File: src/rtl/adc_i2s_rx.sv
// adc_i2s_rx: deserialises the codec adcdat stream into {left,right} frames buffered in a
// first-word-fall-through FIFO. Define ADC_I2S_RX_LJ_EN for left-justified input instead of I2S.
module adc_i2s_rx #(
    parameter int DW          = 16,
    parameter int FIFO_AW     = 2,
    parameter int SYNC_STAGES = 2
) (
    input  logic            clk,
    input  logic            reset_n,
    input  logic            b_clk,
    input  logic            adc_lr_clk,
    input  logic            adcdat,
    input  logic            rd,
    input  logic            clr_err,
    output logic [2*DW-1:0] adc_data_out,
    output logic            empty,
    output logic            full,
    output logic            sample_tick,
    output logic            overrun,
    output logic            frame_err
);

    localparam int              DEPTH     = 2**FIFO_AW;
    localparam int              CW        = (DW > 1) ? $clog2(DW) : 1;
    localparam logic [CW-1:0]   CNT_LAST  = CW'(DW - 1);
    localparam logic [FIFO_AW:0] CNT_FULL = (FIFO_AW + 1)'(DEPTH);
`ifdef ADC_I2S_RX_LJ_EN
    localparam bit LJ = 1'b1;
`else
    localparam bit LJ = 1'b0;
`endif

    typedef enum logic [2:0] {
        IDLE, DLY_L, SHIFT_L, WAIT_R, DLY_R, SHIFT_R, PUSH, WAIT_L
    } state_t;

    logic [SYNC_STAGES-1:0] bclk_sync, lr_sync, dat_sync;
    logic                   bclk_d, lr_d;
    logic                   bclk_s, lr_s, dat_s;
    logic                   bclk_rise, lr_rise, lr_fall;

    state_t          state, state_n;
    logic [CW-1:0]   cnt, cnt_n;
    logic            bad, bad_n, pend, pend_n;
    logic            shift_l, shift_r, err_evt, push, cnt_last;
    logic [DW-1:0]   sh_l, sh_r;

    logic [2*DW-1:0] mem [DEPTH];
    logic [FIFO_AW-1:0] wptr, rptr;
    logic [FIFO_AW:0]   count;
    logic            rd_ok, wr_ok, ovf_evt;

    // Identical chain depths keep bit clock, frame clock and data aligned after synchronisation.
    // NOTE: sequential state uses non-blocking assignments so every flop samples pre-edge values.
    always_ff @(posedge clk or negedge reset_n) begin
        if (!reset_n) begin
            bclk_sync <= '0;
            lr_sync   <= '0;
            dat_sync  <= '0;
            bclk_d    <= 1'b0;
            lr_d      <= 1'b0;
        end else begin
            bclk_sync <= {bclk_sync[SYNC_STAGES-2:0], b_clk};
            lr_sync   <= {lr_sync[SYNC_STAGES-2:0], adc_lr_clk};
            dat_sync  <= {dat_sync[SYNC_STAGES-2:0], adcdat};
            bclk_d    <= bclk_s;
            if (bclk_rise) lr_d <= lr_s;
        end
    end

    assign bclk_s    = bclk_sync[SYNC_STAGES-1];
    assign lr_s      = lr_sync[SYNC_STAGES-1];
    assign dat_s     = dat_sync[SYNC_STAGES-1];
    assign bclk_rise = bclk_s & ~bclk_d;
    assign lr_rise   = bclk_rise & ~lr_d & lr_s;
    assign lr_fall   = bclk_rise & lr_d & ~lr_s;
    assign cnt_last  = (cnt == CNT_LAST);

    // The bit clock rise that reveals an LR edge carries the I2S delay slot, or the MSB when
    // left-justified; in I2S the previous channel's LSB shares that rise.
    // NOTE: every output of this block gets a default first so no latch is inferred.
    always_comb begin
        state_n = state;
        cnt_n   = cnt;
        bad_n   = bad;
        pend_n  = pend;
        shift_l = 1'b0;
        shift_r = 1'b0;
        err_evt = 1'b0;
        push    = 1'b0;
        unique case (state)
            IDLE, WAIT_L: begin
                if (lr_fall) begin
                    bad_n = 1'b0;
                    if (LJ) begin
                        shift_l = 1'b1;
                        cnt_n   = CW'(1);
                        state_n = SHIFT_L;
                    end else begin
                        state_n = DLY_L;
                    end
                end
            end
            DLY_L: begin
                cnt_n   = '0;
                state_n = SHIFT_L;
            end
            SHIFT_L: begin
                if (lr_rise && (LJ || !cnt_last)) begin
                    err_evt = 1'b1;
                    bad_n   = 1'b1;
                    if (LJ) begin
                        shift_r = 1'b1;
                        cnt_n   = CW'(1);
                        state_n = SHIFT_R;
                    end else begin
                        state_n = DLY_R;
                    end
                end else if (bclk_rise) begin
                    shift_l = 1'b1;
                    if (cnt_last) state_n = lr_rise ? DLY_R : WAIT_R;
                    else          cnt_n   = cnt + 1'b1;
                end
            end
            WAIT_R: begin
                if (lr_rise) begin
                    if (LJ) begin
                        shift_r = 1'b1;
                        cnt_n   = CW'(1);
                        state_n = SHIFT_R;
                    end else begin
                        state_n = DLY_R;
                    end
                end
            end
            DLY_R: begin
                cnt_n   = '0;
                state_n = SHIFT_R;
            end
            SHIFT_R: begin
                if (lr_fall && (LJ || !cnt_last)) begin
                    err_evt = 1'b1;
                    bad_n   = 1'b0;
                    if (LJ) begin
                        shift_l = 1'b1;
                        cnt_n   = CW'(1);
                        state_n = SHIFT_L;
                    end else begin
                        state_n = DLY_L;
                    end
                end else if (bclk_rise) begin
                    shift_r = 1'b1;
                    if (!cnt_last) begin
                        cnt_n = cnt + 1'b1;
                    end else if (bad) begin
                        // Left half was truncated: drop the frame rather than emit a lone right.
                        bad_n   = 1'b0;
                        state_n = lr_fall ? DLY_L : WAIT_L;
                    end else begin
                        pend_n  = lr_fall;
                        state_n = PUSH;
                    end
                end
            end
            PUSH: begin
                push    = 1'b1;
                pend_n  = 1'b0;
                state_n = pend ? DLY_L : WAIT_L;
            end
            default: state_n = IDLE;
        endcase
    end

    always_ff @(posedge clk or negedge reset_n) begin
        if (!reset_n) begin
            state <= IDLE;
            cnt   <= '0;
            bad   <= 1'b0;
            pend  <= 1'b0;
            sh_l  <= '0;
            sh_r  <= '0;
        end else begin
            state <= state_n;
            cnt   <= cnt_n;
            bad   <= bad_n;
            pend  <= pend_n;
            if (shift_l) sh_l <= {sh_l[DW-2:0], dat_s};
            if (shift_r) sh_r <= {sh_r[DW-2:0], dat_s};
        end
    end

    // A push into a full FIFO is still accepted when a pop frees the head in the same cycle.
    assign rd_ok   = rd & ~empty;
    assign wr_ok   = push & (~full | rd_ok);
    assign ovf_evt = push & full & ~rd_ok;

    // NOTE: frame storage has no reset; count gates every read so stale contents never leak out.
    always_ff @(posedge clk) begin
        if (wr_ok) mem[wptr] <= {sh_l, sh_r};
    end

    always_ff @(posedge clk or negedge reset_n) begin
        if (!reset_n) begin
            wptr        <= '0;
            rptr        <= '0;
            count       <= '0;
            sample_tick <= 1'b0;
            overrun     <= 1'b0;
            frame_err   <= 1'b0;
        end else begin
            if (wr_ok) wptr <= wptr + 1'b1;
            if (rd_ok) rptr <= rptr + 1'b1;
            case ({wr_ok, rd_ok})
                2'b10:   count <= count + 1'b1;
                2'b01:   count <= count - 1'b1;
                default: count <= count;
            endcase
            sample_tick <= push;
            if (ovf_evt)      overrun <= 1'b1;
            else if (clr_err) overrun <= 1'b0;
            if (err_evt)      frame_err <= 1'b1;
            else if (clr_err) frame_err <= 1'b0;
        end
    end

    assign empty        = (count == '0);
    assign full         = (count == CNT_FULL);
    assign adc_data_out = empty ? '0 : mem[rptr];

endmodule

File: config.mk
export PLATFORM = sky130hd
export DESIGN_NAME = adc_i2s_rx
export DESIGN_NICKNAME = d
export VERILOG_FILES = /design/src/rtl/adc_i2s_rx.sv
export SDC_FILE = /design/constraint.sdc
export NUM_CORES = 1
export LEC_CHECK = 0
export ABC_AREA = 1
export BUFFER_PORTS_ARGS = -buffer_cell sky130_fd_sc_hd__buf_4
export CAP_MARGIN = 30
export CORE_MARGIN = 3
export CORE_UTILIZATION = 54
export CTS_CLUSTER_SIZE = 24
export DETAILED_ROUTE_END_ITERATION = 7
export GPL_TIMING_DRIVEN = 0
export PLACE_DENSITY = 0.74
export RECOVER_POWER = 25
export SYNTH_ARGS = -nofsm -noshare
export SYNTH_HDL_FRONTEND = slang
export SYNTH_SLANG_ARGS = --single-unit
File: constraint.sdc
create_clock -name clk -period 2.55 [get_ports clk]
set_input_delay 0.255 -clock clk [delete_from_list [all_inputs] [get_ports clk]]
set_output_delay 0.255 -clock clk [all_outputs]
set_load 0.05 [all_outputs]
==> results.json <==
{
  "status": "finished, final reports clean",
  "intPower_w": 0.00693,
  "peakVddDrop_uv": 756,
  "whs_ns": 0.0175,
  "grt_max_degree": 60,
  "die_w_um": 125,
  "io_pins": 44,
  "reg2regPathDepth": 6,
  "synth_cell_types": 33,
  "cts.sinks": 187,
  "clkLatencyLatePin_ns": 0.43,
  "period_needed_ns": 2.44,
  "clk_path_buf_depth": 2,
  "hold_depth": 2,
  "required_ns": 2.30,
  "min_path_type": "in -> reg",
  "grt_overflow": 0,
  "netlist_area_mm2": 0.00767,
  "fin_crit_sh_pct": 95.8,
  "pwr-share-clk_pct": 21.1,
  "synth_fp_nets": 703,
  "final_cells": 949,
  "grt_antenna_before_repair": 0,
  "cp.arrival_ns": 2.19,
  "power_density_mw_per_mm2": 1350,
  "final_cell_area_mm2": 0.00897,
  "globalplace.congestion": 0.855,
  "dpl_cell_area_mm2": 0.00835,
  "drc": 0,
  "gr-max-usage-layer": "met2",
  "cap_violations": 0,
  "pwr-share-seq_pct": 36.6,
  "drive_above_1_share_pct": 16.8,
  "dp_hpwl_um": 10200,
  "use_met1_pct": 27.6,
  "num_vias": 5230,
  "fill_cells": 982,
  "routed_wl_um": 16400,
  "clock-skew-final_ns": 0.00934,
  "cp-end-kind": "output pin",
  "cts.root.buffer_cell": "clkbuf_16",
  "post_cts_buffers": 0,
  "startpoint_type": "flop",
  "setup_tns_ns": 0,
  "grt_pass1_wl_um": 26100,
  "p_sw_w": 0.00517,
  "rows": 42,
  "cts_tree": "done",
  "hold_viol": 0,
  "grt_pass1_vias": 5115,
  "grt_usage_pct": 21.3,
  "rsz0062_at_grt": "yes",
  "slew_headroom_pct": 47.9,
  "vias_per_cell": 5.51,
  "slew_violations": 0,
  "clkTransAtPathRegs_ns": 0.07,
  "reg2reg_slack_ns": 0.23,
  "fin_nets": 773,
  "wl_per_cell_um": 17.2,
  "p_leak_nw": 3.59,
  "die-area_mm2": 0.0157,
  "die_h_um": 125,
  "timing.rr.end": "mem[1][30]",
  "worstPathMaxFanout": 10,
  "power.total_w": 0.0121,
  "synth.avg_cell_area_um2": 11.1,
  "coreArea_mm2": 0.0136,
  "criticalPathCategory": "reg -> out",
  "critical_path.reg2reg.startpoint": "state[0]",
  "antenna_left": 0,
  "met2_usage_pct": 35.4,
  "hold_start": "clr_err",
  "min_to": "frame_err",
  "htreeDepth": 4,
  "fmax_ghz": 0.410,
  "worst_slew_pin_slew_ns": 0.782,
  "pwr-share-comb_pct": 42.3,
  "syn_inst": 690,
  "report.final.setup_viol": 0,
  "portBuffers": 43,
  "yosysSeqAreaShare_pct": 69.4,
  "placed_cells": 913,
  "swShare_pct": 42.7,
  "dr.pass1.iters": 5,
  "ys_warn_count": 0,
  "synth-seq-cells": 187,
  "use_met3_pct": 4.48,
  "antenna_cells": 0,
  "synthToLayoutAreaGrowth_pct": 17.0,
  "numCtsBuffers": 17,
  "initial_core_util_pct": 56.6,
  "drt_iter0_drc": 629
}
worst max-delay path by stage:
| stage | startpoint | to | slack, ns | cells after the start |
|---|---|---|---|---|
| after floorplan | count[0] | mem[0][0] | -0.28 | 6 |
| after detailed placement | state[0] | mem[2][27] | 0.22 | 6 |
| after global placement | state[0] | mem[1][4] | -1.38 | 5 |
| after global routing | rptr[0] | adc_data_out[23] | -0.01 | 6 |
| after CTS | count[0] | adc_data_out[23] | 0.0008 | 6 |
| final | rptr[0] | adc_data_out[7] | 0.11 | 6 |
worst max-delay path, stage by stage (launching register included):
cell	delay [ns]
dfrtp_1	0.40
inv_2	0.06
buf_2	0.21
clkbuf_1	0.44
o21ai_0	0.19
a21oi_1	0.21
buf_4	0.24
synthesized netlist by cell type (all sizes together):
| cell | n | area, µm² |
|---|---|---|
| dfrtp | 59 | 1480 |
| o211ai | 1 | 7.51 |
| o22ai | 1 | 6.26 |
| nand3 | 23 | 125 |
| edfxtp | 128 | 3840 |
| nor2 | 162 | 636 |
| fa | 1 | 20.0 |
| inv | 50 | 188 |
| nand3b | 1 | 7.51 |
| a22oi | 1 | 7.51 |
| a21boi | 1 | 7.51 |
| xor2 | 4 | 35.0 |
| or2 | 1 | 6.26 |
| a21oi | 50 | 269 |
| buf | 18 | 116 |
| o21ai | 92 | 494 |
| nand2 | 77 | 297 |
| o21bai | 1 | 7.51 |
| ha | 5 | 62.6 |
| xnor2 | 1 | 8.76 |
| clkbuf | 13 | 48.8 |
repair_timing:
action,CTS,global route
endpoints found under the hold margin,62,0
gates resized for setup,2,8
endpoints found under the setup margin,2,26
hold buffers,4,0
through the flow:
stage               setup slack [ns]  utilization, %
finish                         0.108            66.2
global route                 -0.0136            66.2
CTS                         0.000823            66.1
detailed placement             0.218            61.6
global placement               -1.38            60.6
floorplan                     -0.276               -
power by group through the flow:
stage	clock network, W	logic (W)	registers [W]
2_1_floorplan	0	0.00360	0.00435
3_3_place_gp	0	0.00489	0.00443
3_5_place_dp	0	0.00508	0.00447
4_1_cts	0.00256	0.00513	0.00441
5_1_grt	0.00269	0.00556	0.00449
6_report	0.00256	0.00512	0.00442
cell usage in the layout (no fill, tap or decap), types with 4 or more instances in the layout:
master,count
clkbuf_2,6
buf_6,4
clkinvlp_4,4
a21oi_2,5
buf_4,42
dfrtp_1,59
inv_2,7
clkbuf_1,12
ha_1,5
o21ai_2,6
buf_2,10
nor2_4,7
nor2_1,153
xor2_1,4
dlygate4sd3_1,4
o21ai_0,73
o21ai_1,12
nand3_1,21
a21oi_1,45
nand2_1,74
clkbuf_16,17
edfxtp_1,128
inv_1,43
buf_16,4
flip-flops by register name (all words and copies together) (netlist names), 2 cells and up:
signal / flops
mem: 128
sh_l: 16
sh_r: 16
cnt: 4
count: 3
state: 3
bclk_sync: 2
dat_sync: 2
lr_sync: 2
rptr: 2
wptr: 2
final cells by class:
class / instances / area [µm²] / share of cell area (%)
Buffer: 31 / 174 / 1.94
Clock buffer: 21 / 450 / 5.02
Clock inverter: 11 / 120 / 1.34
Inverter: 50 / 188 / 2.09
Multi-Input combinational cell: 422 / 2030 / 22.6
Sequential cell: 187 / 5320 / 59.3
Tap cell: 176 / 220 / 2.45
Timing Repair Buffer: 51 / 473 / 5.27
kinds of logic after synthesis:
group	count (synthesis)	synth area share, %
AOI/OAI and AO/OA	147	10.4
xor gates and xnor gates	5	0.571
adders and majority gates	6	1.08
buffers and inverters	81	4.60
DFF	187	69.4
and+or+nand+nor	264	14.0
layer usage:
metal  wire, µm  up-vias  share of wire, %
met1       7020     2528                43
li1           -     2475                 -
met3        983       34               6.0
met5          0        -                 0
met2       8010      193                49
met4        352        0               2.2
No activity file was read; power rests on OpenSTA's default activity.
